File: config.mk
export PLATFORM = sky130hd
export DESIGN_NAME = bram_dp_arbiter
export DESIGN_NICKNAME = d
export VERILOG_FILES = /design/src/rtl/bram_dp_arbiter.sv
export SDC_FILE = /design/constraint.sdc
export NUM_CORES = 1
export LEC_CHECK = 0
export ABC_AREA = 1
export CELL_PAD_IN_SITES_DETAIL_PLACEMENT = 1
export CELL_PAD_IN_SITES_GLOBAL_PLACEMENT = 1
export CORE_MARGIN = 2
export CORE_UTILIZATION = 29
export CTS_CLUSTER_SIZE = 40
export DETAILED_ROUTE_END_ITERATION = 8
export PLACE_DENSITY = 0.88
export SETUP_SLACK_MARGIN = 0.4
export SLEW_MARGIN = 20
export SYNTH_ARGS = -nofsm -noshare
export SYNTH_HDL_FRONTEND = slang
export SYNTH_SLANG_ARGS = --single-unit
File: constraint.sdc
create_clock -name clk_i -period 2.9 [get_ports clk_i]
set_clock_uncertainty 0.2 [all_clocks]
set_input_delay 0.29 -clock clk_i [delete_from_list [all_inputs] [get_ports clk_i]]
set_output_delay 0.29 -clock clk_i [all_outputs]
set_load 0.01 [all_outputs]
File: src/rtl/bram_dp_arbiter.sv
// Two-requester round-robin arbiter in front of a simple dual-port BRAM (port A write, port B read).
// Optional read-after-write forwarding is enabled by defining BRAM_DP_ARBITER_FWD_EN.
module bram_dp_arbiter #(
   parameter int RAM_WIDTH     = 8,
   parameter int RAM_ADDR_BITS = 10
) (
   input  logic                       clk_i,
   input  logic                       rst_i,
   input  logic [1:0]                 wr_req_i,
   input  logic [2*RAM_ADDR_BITS-1:0] wr_addr_i,
   input  logic [2*RAM_WIDTH-1:0]     wr_data_i,
   output logic [1:0]                 wr_gnt_o,
   input  logic [1:0]                 rd_req_i,
   input  logic [2*RAM_ADDR_BITS-1:0] rd_addr_i,
   output logic [1:0]                 rd_gnt_o,
   output logic [1:0]                 rd_valid_o,
   output logic [RAM_WIDTH-1:0]       rd_data_o,
   output logic [RAM_ADDR_BITS-1:0]   mem_addr_a_o,
   output logic [RAM_WIDTH-1:0]       mem_data_a_o,
   output logic                       mem_we_a_o,
   output logic [RAM_ADDR_BITS-1:0]   mem_addr_b_o,
   output logic                       mem_en_b_o,
   input  logic [RAM_WIDTH-1:0]       mem_data_b_i
);

   typedef enum logic {
      PRIO_REQ0 = 1'b0,
      PRIO_REQ1 = 1'b1
   } prio_e;

   prio_e wr_prio_q, wr_prio_d;
   prio_e rd_prio_q, rd_prio_d;

   logic [1:0] wr_gnt;
   logic [1:0] rd_gnt;
   logic       rd_id_q;

   function automatic logic [1:0] arb2(input logic [1:0] req, input prio_e prio);
      logic [1:0] gnt;
      gnt = 2'b00;
      case (req)
         2'b01:   gnt = 2'b01;
         2'b10:   gnt = 2'b10;
         2'b11:   gnt = (prio == PRIO_REQ1) ? 2'b10 : 2'b01;
         default: gnt = 2'b00;
      endcase
      return gnt;
   endfunction

   // Priority moves to the other requester after every grant and holds otherwise.
   function automatic prio_e next_prio(input logic [1:0] gnt, input prio_e prio);
      prio_e nxt;
      nxt = prio;
      if (gnt[0])
         nxt = PRIO_REQ1;
      else if (gnt[1])
         nxt = PRIO_REQ0;
      return nxt;
   endfunction

   always_comb begin
      // NOTE: every signal gets a default before any branch, so no path leaves one unassigned and no latch is inferred.
      wr_gnt = 2'b00;
      rd_gnt = 2'b00;
      if (!rst_i) begin
         wr_gnt = arb2(wr_req_i, wr_prio_q);
         rd_gnt = arb2(rd_req_i, rd_prio_q);
      end
      wr_prio_d = next_prio(wr_gnt, wr_prio_q);
      rd_prio_d = next_prio(rd_gnt, rd_prio_q);
   end

   assign wr_gnt_o = wr_gnt;
   assign rd_gnt_o = rd_gnt;

   always_ff @(posedge clk_i or posedge rst_i) begin
      if (rst_i) begin
         wr_prio_q <= PRIO_REQ0;
         rd_prio_q <= PRIO_REQ0;
      end else begin
         // NOTE: non-blocking assignments for all clocked state, so every register samples pre-edge values.
         wr_prio_q <= wr_prio_d;
         rd_prio_q <= rd_prio_d;
      end
   end

   // Write port: capture the granted requester's address and data for one BRAM write cycle.
   always_ff @(posedge clk_i or posedge rst_i) begin
      if (rst_i) begin
         // NOTE: datapath registers are reset along with the control bits so outputs are never X after reset.
         mem_we_a_o   <= 1'b0;
         mem_addr_a_o <= '0;
         mem_data_a_o <= '0;
      end else begin
         mem_we_a_o <= |wr_gnt;
         if (wr_gnt[1]) begin
            mem_addr_a_o <= wr_addr_i[RAM_ADDR_BITS +: RAM_ADDR_BITS];
            mem_data_a_o <= wr_data_i[RAM_WIDTH +: RAM_WIDTH];
         end else if (wr_gnt[0]) begin
            mem_addr_a_o <= wr_addr_i[0 +: RAM_ADDR_BITS];
            mem_data_a_o <= wr_data_i[0 +: RAM_WIDTH];
         end
      end
   end

   // Read port: enable the BRAM, then steer the registered BRAM output to the requester id.
   always_ff @(posedge clk_i or posedge rst_i) begin
      if (rst_i) begin
         mem_en_b_o   <= 1'b0;
         mem_addr_b_o <= '0;
         rd_id_q      <= 1'b0;
         rd_valid_o   <= 2'b00;
      end else begin
         mem_en_b_o <= |rd_gnt;
         if (rd_gnt[1]) begin
            mem_addr_b_o <= rd_addr_i[RAM_ADDR_BITS +: RAM_ADDR_BITS];
            rd_id_q      <= 1'b1;
         end else if (rd_gnt[0]) begin
            mem_addr_b_o <= rd_addr_i[0 +: RAM_ADDR_BITS];
            rd_id_q      <= 1'b0;
         end
         rd_valid_o <= {mem_en_b_o & rd_id_q, mem_en_b_o & ~rd_id_q};
      end
   end

`ifdef BRAM_DP_ARBITER_FWD_EN
   logic                 fwd_hit_q;
   logic [RAM_WIDTH-1:0] fwd_data_q;

   // The BRAM is read-first; a same-address write in the read's enable cycle must win.
   always_ff @(posedge clk_i or posedge rst_i) begin
      if (rst_i) begin
         fwd_hit_q  <= 1'b0;
         fwd_data_q <= '0;
      end else begin
         fwd_hit_q  <= mem_we_a_o & mem_en_b_o & (mem_addr_a_o == mem_addr_b_o);
         fwd_data_q <= mem_data_a_o;
      end
   end

   assign rd_data_o = fwd_hit_q ? fwd_data_q : mem_data_b_i;
`else
   assign rd_data_o = mem_data_b_i;
`endif

endmodule
[Yosys cells after proc, flatten, opt, wreduce, memory -nomap -nowiden]
Index checks and enable logic that the tools add are counted.
Operators by class
  reductions and logical operators: 4
  equality and inequality tests: 6
  muxes and demuxes: 18
  bitwise operators: 3
Operators by type and width (number)
  10-bit 2-to-1 mux: 4
  8-bit 2-to-1 mux: 2
  2-bit case mux with 3 select lines: 2
  2-bit equality test (second input constant): 4
  2-bit 2-to-1 mux: 4
  1-bit 2-to-1 mux: 6
  2-bit by 1-bit equality test with 1-bit output (second input constant): 2
  2-bit nonzero test: 2
  2-bit OR reduction: 2
  1-bit bitwise AND: 2
  1-bit NOT: 1
Storage, ports and cells
  logic and storage cells: 40
  bits in registers: 35
  bits of input ports: 70
  output and inout port bits: 44

[Depth between registers and ports, before layout]
  depth in word-level cells: 5
  gate-level depth with buffers: 7

[Worst setup path after synthesis]
Ideal clock, no wire load.
  kind: input to output
  start point: input port rst_i
  end point: output port rd_gnt_o[0]
  slack: 1.068 ns
  stages: 5
  arrival: 1.342 ns
  required time: 2.410 ns
  cell sequence: inv_2 > nand2_2 > nor2_2 > buf_4 > buf_4
Between the ends
  cells in the longest elaborated chain, start to end: 1
Ends and longest elaborated chain
  start, declared: RTL line 8  | input logic rst_i,
  2-bit 2-to-1 mux: RTL line 65  | if (!rst_i) begin
  end, declared: RTL line 15  | output logic [1:0] rd_gnt_o,
No other way between the ends.

[Worst setup path after layout]
  start point: input port rst_i
  end point: output port rd_gnt_o[1]
Same word-level chain as after synthesis.

==> flow_summary.ini <==
[status]
outcome = finished, final reports clean

[floorplanning]
start_util_pct = 30.13
horizontal_die_dimension_um = 88.02
num_rows = 30
io_pins = 114
floorplan.core_area_um2 = 6794
floorplan.die_area_um2 = 7747
die_h_um = 88.02

[clock_network]
post-cts-setup-buffer-count = 0
total_clock_sinks = 35
cts-root-to-sink-buffers = 2
clk_pin_slew_ns = 0.08
cell_at_the_root_of_the_clock_tree = sky130_fd_sc_hd__clkbuf_8
numCtsBuffers = 5
cts_tree = yes
insertion_delay_ns = 0.28
cts.repair.resized = 0
post_cts_hold_buffer_count = 0
ctsHtreeMaxLevel = 2

[drt]
wl_per_cell_um = 13.03
detail_route.vias_per_cell = 4.358
finalWirelength_um = 5707
antenna_violating_nets_post_route = 0
route.detailed.drc = 0
firstDrtPassIters = 4
total_number_of_vias = 1909
first_iter_violations = 60

[logic_synthesis]
avgSynthCellArea_um2 = 8.188
synthesis.nets = 320
netlist_area_um2 = 2047
syn-instance-count = 250
netlist-cell-type-count = 22
synth_seq_cells = 35
seq_area_frac_synth_pct = 42.79
synth.yosys.warnings = 0

[timing]
fin_crit_ns = 2.389
timing.max_slew.rel_slack_pct = 60.85
final-hold-violation-count = 0
final-max-slew-violation-count = 0
totalNegativeSetupSlack_ns = 0
hold_ws_ns = 0.09915
measured_slew_at_the_worst_slew_check_pin_ns = 0.5850
timing.final.crit_share_pct = 82.39
count_of_final_setup_violators = 0
max_freq_ghz = 0.4185
setup_repair_after_global_routing_missed_its_margin = no

[critical_path]
timing.critical_path.mode_cell = sky130_fd_sc_hd__clkdlybuf4s50_1
setup.worst_path.start_class = primary input
r2r_setup_slack_ns = 1.48
max_stage_delay_ns = 0.59
critical_path_start = rst_i
path_buf_inv = 3
slowest_stage = sky130_fd_sc_hd__clkdlybuf4s50_1
crit_required_ns = 2.41
timing.critical_path.to_type = primary output
worstPathCellList = clkdlybuf4s50_1 > inv_2 > nand2_1 > a21oi_2 > clkdlybuf4s50_1
cpLargestDelayFamily = buffers and inverters
timing.rr.start = wr_prio_q
critical_path.max_fanout = 7
endpoint_arrival_time_on_the_critical_path_ns = 1.90
critPathKind = in2out

[pwr]
p_leak_nw = 1.533
power.density_cell_area_nw_per_um2 = 472.5
totalPowerFinal_w = 0.001476
irDropWorstVdd_mv = 0.1760

[global_routing]
number_of_global_route_vias_before_repair = 1994
globalRouteTotalUtil_pct = 15.52
initial_antenna_violation_count = 0
grt_start_max_net_pins = 35
globalRouteOverflowTotal = 0
global_route_wire_length_before_repair_um = 9446

[placed_design]
place.port_buffers = 97
placed_cell_area_um2 = 3012
gp_congestion = 0.7351
post-dp-hpwl_um = 4384

[final_layout]
areaGrowthSynthToFinish_pct = 52.63
postLayoutCellArea_um2 = 3124
num-nets-final = 411
drive_gt1_share_pct = 17.54
insertedDiodeCount = 0
mostFrequentLayoutCells = sky130_fd_sc_hd__clkdlybuf4s50_1, sky130_fd_sc_hd__nand2_1, sky130_fd_sc_hd__inv_1, sky130_fd_sc_hd__nand3_1, sky130_fd_sc_hd__dfrtp_1
postLayoutCoreUtil_pct = 45.99
layout.cells.most_common = sky130_fd_sc_hd__clkdlybuf4s50_1

[min_path]
worst_hold_path_type = in2async

[run]
timing.max_cap.violations = 0
Yosys cell counts:
cell type | instances | area share (%)
sky130_fd_sc_hd__nand2_1 | 57 | 10
sky130_fd_sc_hd__inv_1 | 44 | 8.1
sky130_fd_sc_hd__nand3_1 | 44 | 11
sky130_fd_sc_hd__dfrtp_1 | 35 | 43
sky130_fd_sc_hd__nand2_2 | 19 | 5.8
sky130_fd_sc_hd__nand3_2 | 18 | 8.8
sky130_fd_sc_hd__buf_4 | 12 | 4.4
sky130_fd_sc_hd__nor2_1 | 3 | 0.55
sky130_fd_sc_hd__buf_2 | 2 | 0.49
sky130_fd_sc_hd__buf_6 | 2 | 1.1
sky130_fd_sc_hd__inv_2 | 2 | 0.37
sky130_fd_sc_hd__nand2_4 | 2 | 1.1
sky130_fd_sc_hd__a21oi_2 | 1 | 0.43
sky130_fd_sc_hd__buf_12 | 1 | 0.98
sky130_fd_sc_hd__buf_8 | 1 | 0.73
sky130_fd_sc_hd__clkbuf_8 | 1 | 0.67
sky130_fd_sc_hd__inv_4 | 1 | 0.31
sky130_fd_sc_hd__nor2_2 | 1 | 0.31
sky130_fd_sc_hd__nor2_4 | 1 | 0.55
sky130_fd_sc_hd__o21ai_0 | 1 | 0.24
sky130_fd_sc_hd__o21ai_4 | 1 | 0.79
sky130_fd_sc_hd__o22ai_1 | 1 | 0.31
power by group:
| group | switching [W] | total (W) | leakage, nW | internal (W) |
|---|---|---|---|---|
| combinational | 0.000202 | 0.000446 | 1.05 | 0.000243 |
| sequential | 0.0000386 | 0.000593 | 0.429 | 0.000555 |
| clock | 0.000182 | 0.000437 | 0.0581 | 0.000256 |
| total | 0.000422 | 0.00148 | 1.53 | 0.00105 |
metrics by stage:
step	worst slack, ns	instances
2_1_floorplan	1.068	250
3_3_place_gp	0.4992	430
3_5_place_dp	0.4823	430
4_1_cts	0.4796	438
5_1_grt	0.4113	438
6_report	0.5106	438
sequential cells by signal, indices dropped and copies added (netlist names), 2 cells and up:
name,cells
mem_addr_a_o,10
mem_addr_b_o,10
mem_data_a_o,8
rd_valid_o,2
metal layers:
metal | vias to the layer above | wire length [um] | share of wire, % | track usage (%)
li1 | 937 | - | - | -
met1 | 913 | 2508 | 44 | 19.99
met2 | 57 | 2849 | 50 | 26.10
met3 | 2 | 331 | 5.8 | 4.618
met4 | 0 | 18 | 0.32 | 3.030
met5 | - | 0 | 0 | 0
cells by family after synthesis:
| group | synth area share (%) |
|---|---|
| flip-flops | 42.79 |
| buffers and inverters | 17.12 |
| AND/OR/NAND/NOR | 38.33 |
| AO/OA/AOI/OAI | 1.773 |
worst register-to-register path, stage by stage, from the launching register on:
cell	delay, ns
sky130_fd_sc_hd__dfrtp_1	0.38
sky130_fd_sc_hd__inv_1	0.11
sky130_fd_sc_hd__nand2_4	0.07
sky130_fd_sc_hd__nand2_4	0.07
sky130_fd_sc_hd__buf_4	0.26
sky130_fd_sc_hd__nand2_1	0.09
sky130_fd_sc_hd__nand3_1	0.08
sky130_fd_sc_hd__nand2_1	0.06
area by class of cell:
class / instances / area, um2
clock inverters: 3 / 43.79
clock buffers: 5 / 68.82
multi-input cells: 149 / 820.8
repair buffers: 103 / 1016
well taps: 96 / 120.1
flip-flops and latches: 35 / 875.8
inverters: 47 / 178.9
fillers: 832 / 3670
worst paths after layout:
check	to	cells after the start
min reg2reg	rd_valid_o[0]	1
min in group clk_i	rd_valid_o[0]	1
min	mem_addr_b_o[0]	2
max	rd_gnt_o[1]	5
max in group asynchronous	wr_prio_q	3
max reg2reg	mem_data_a_o[3]	7
Note: power is estimated with default switching activity, not from simulation.
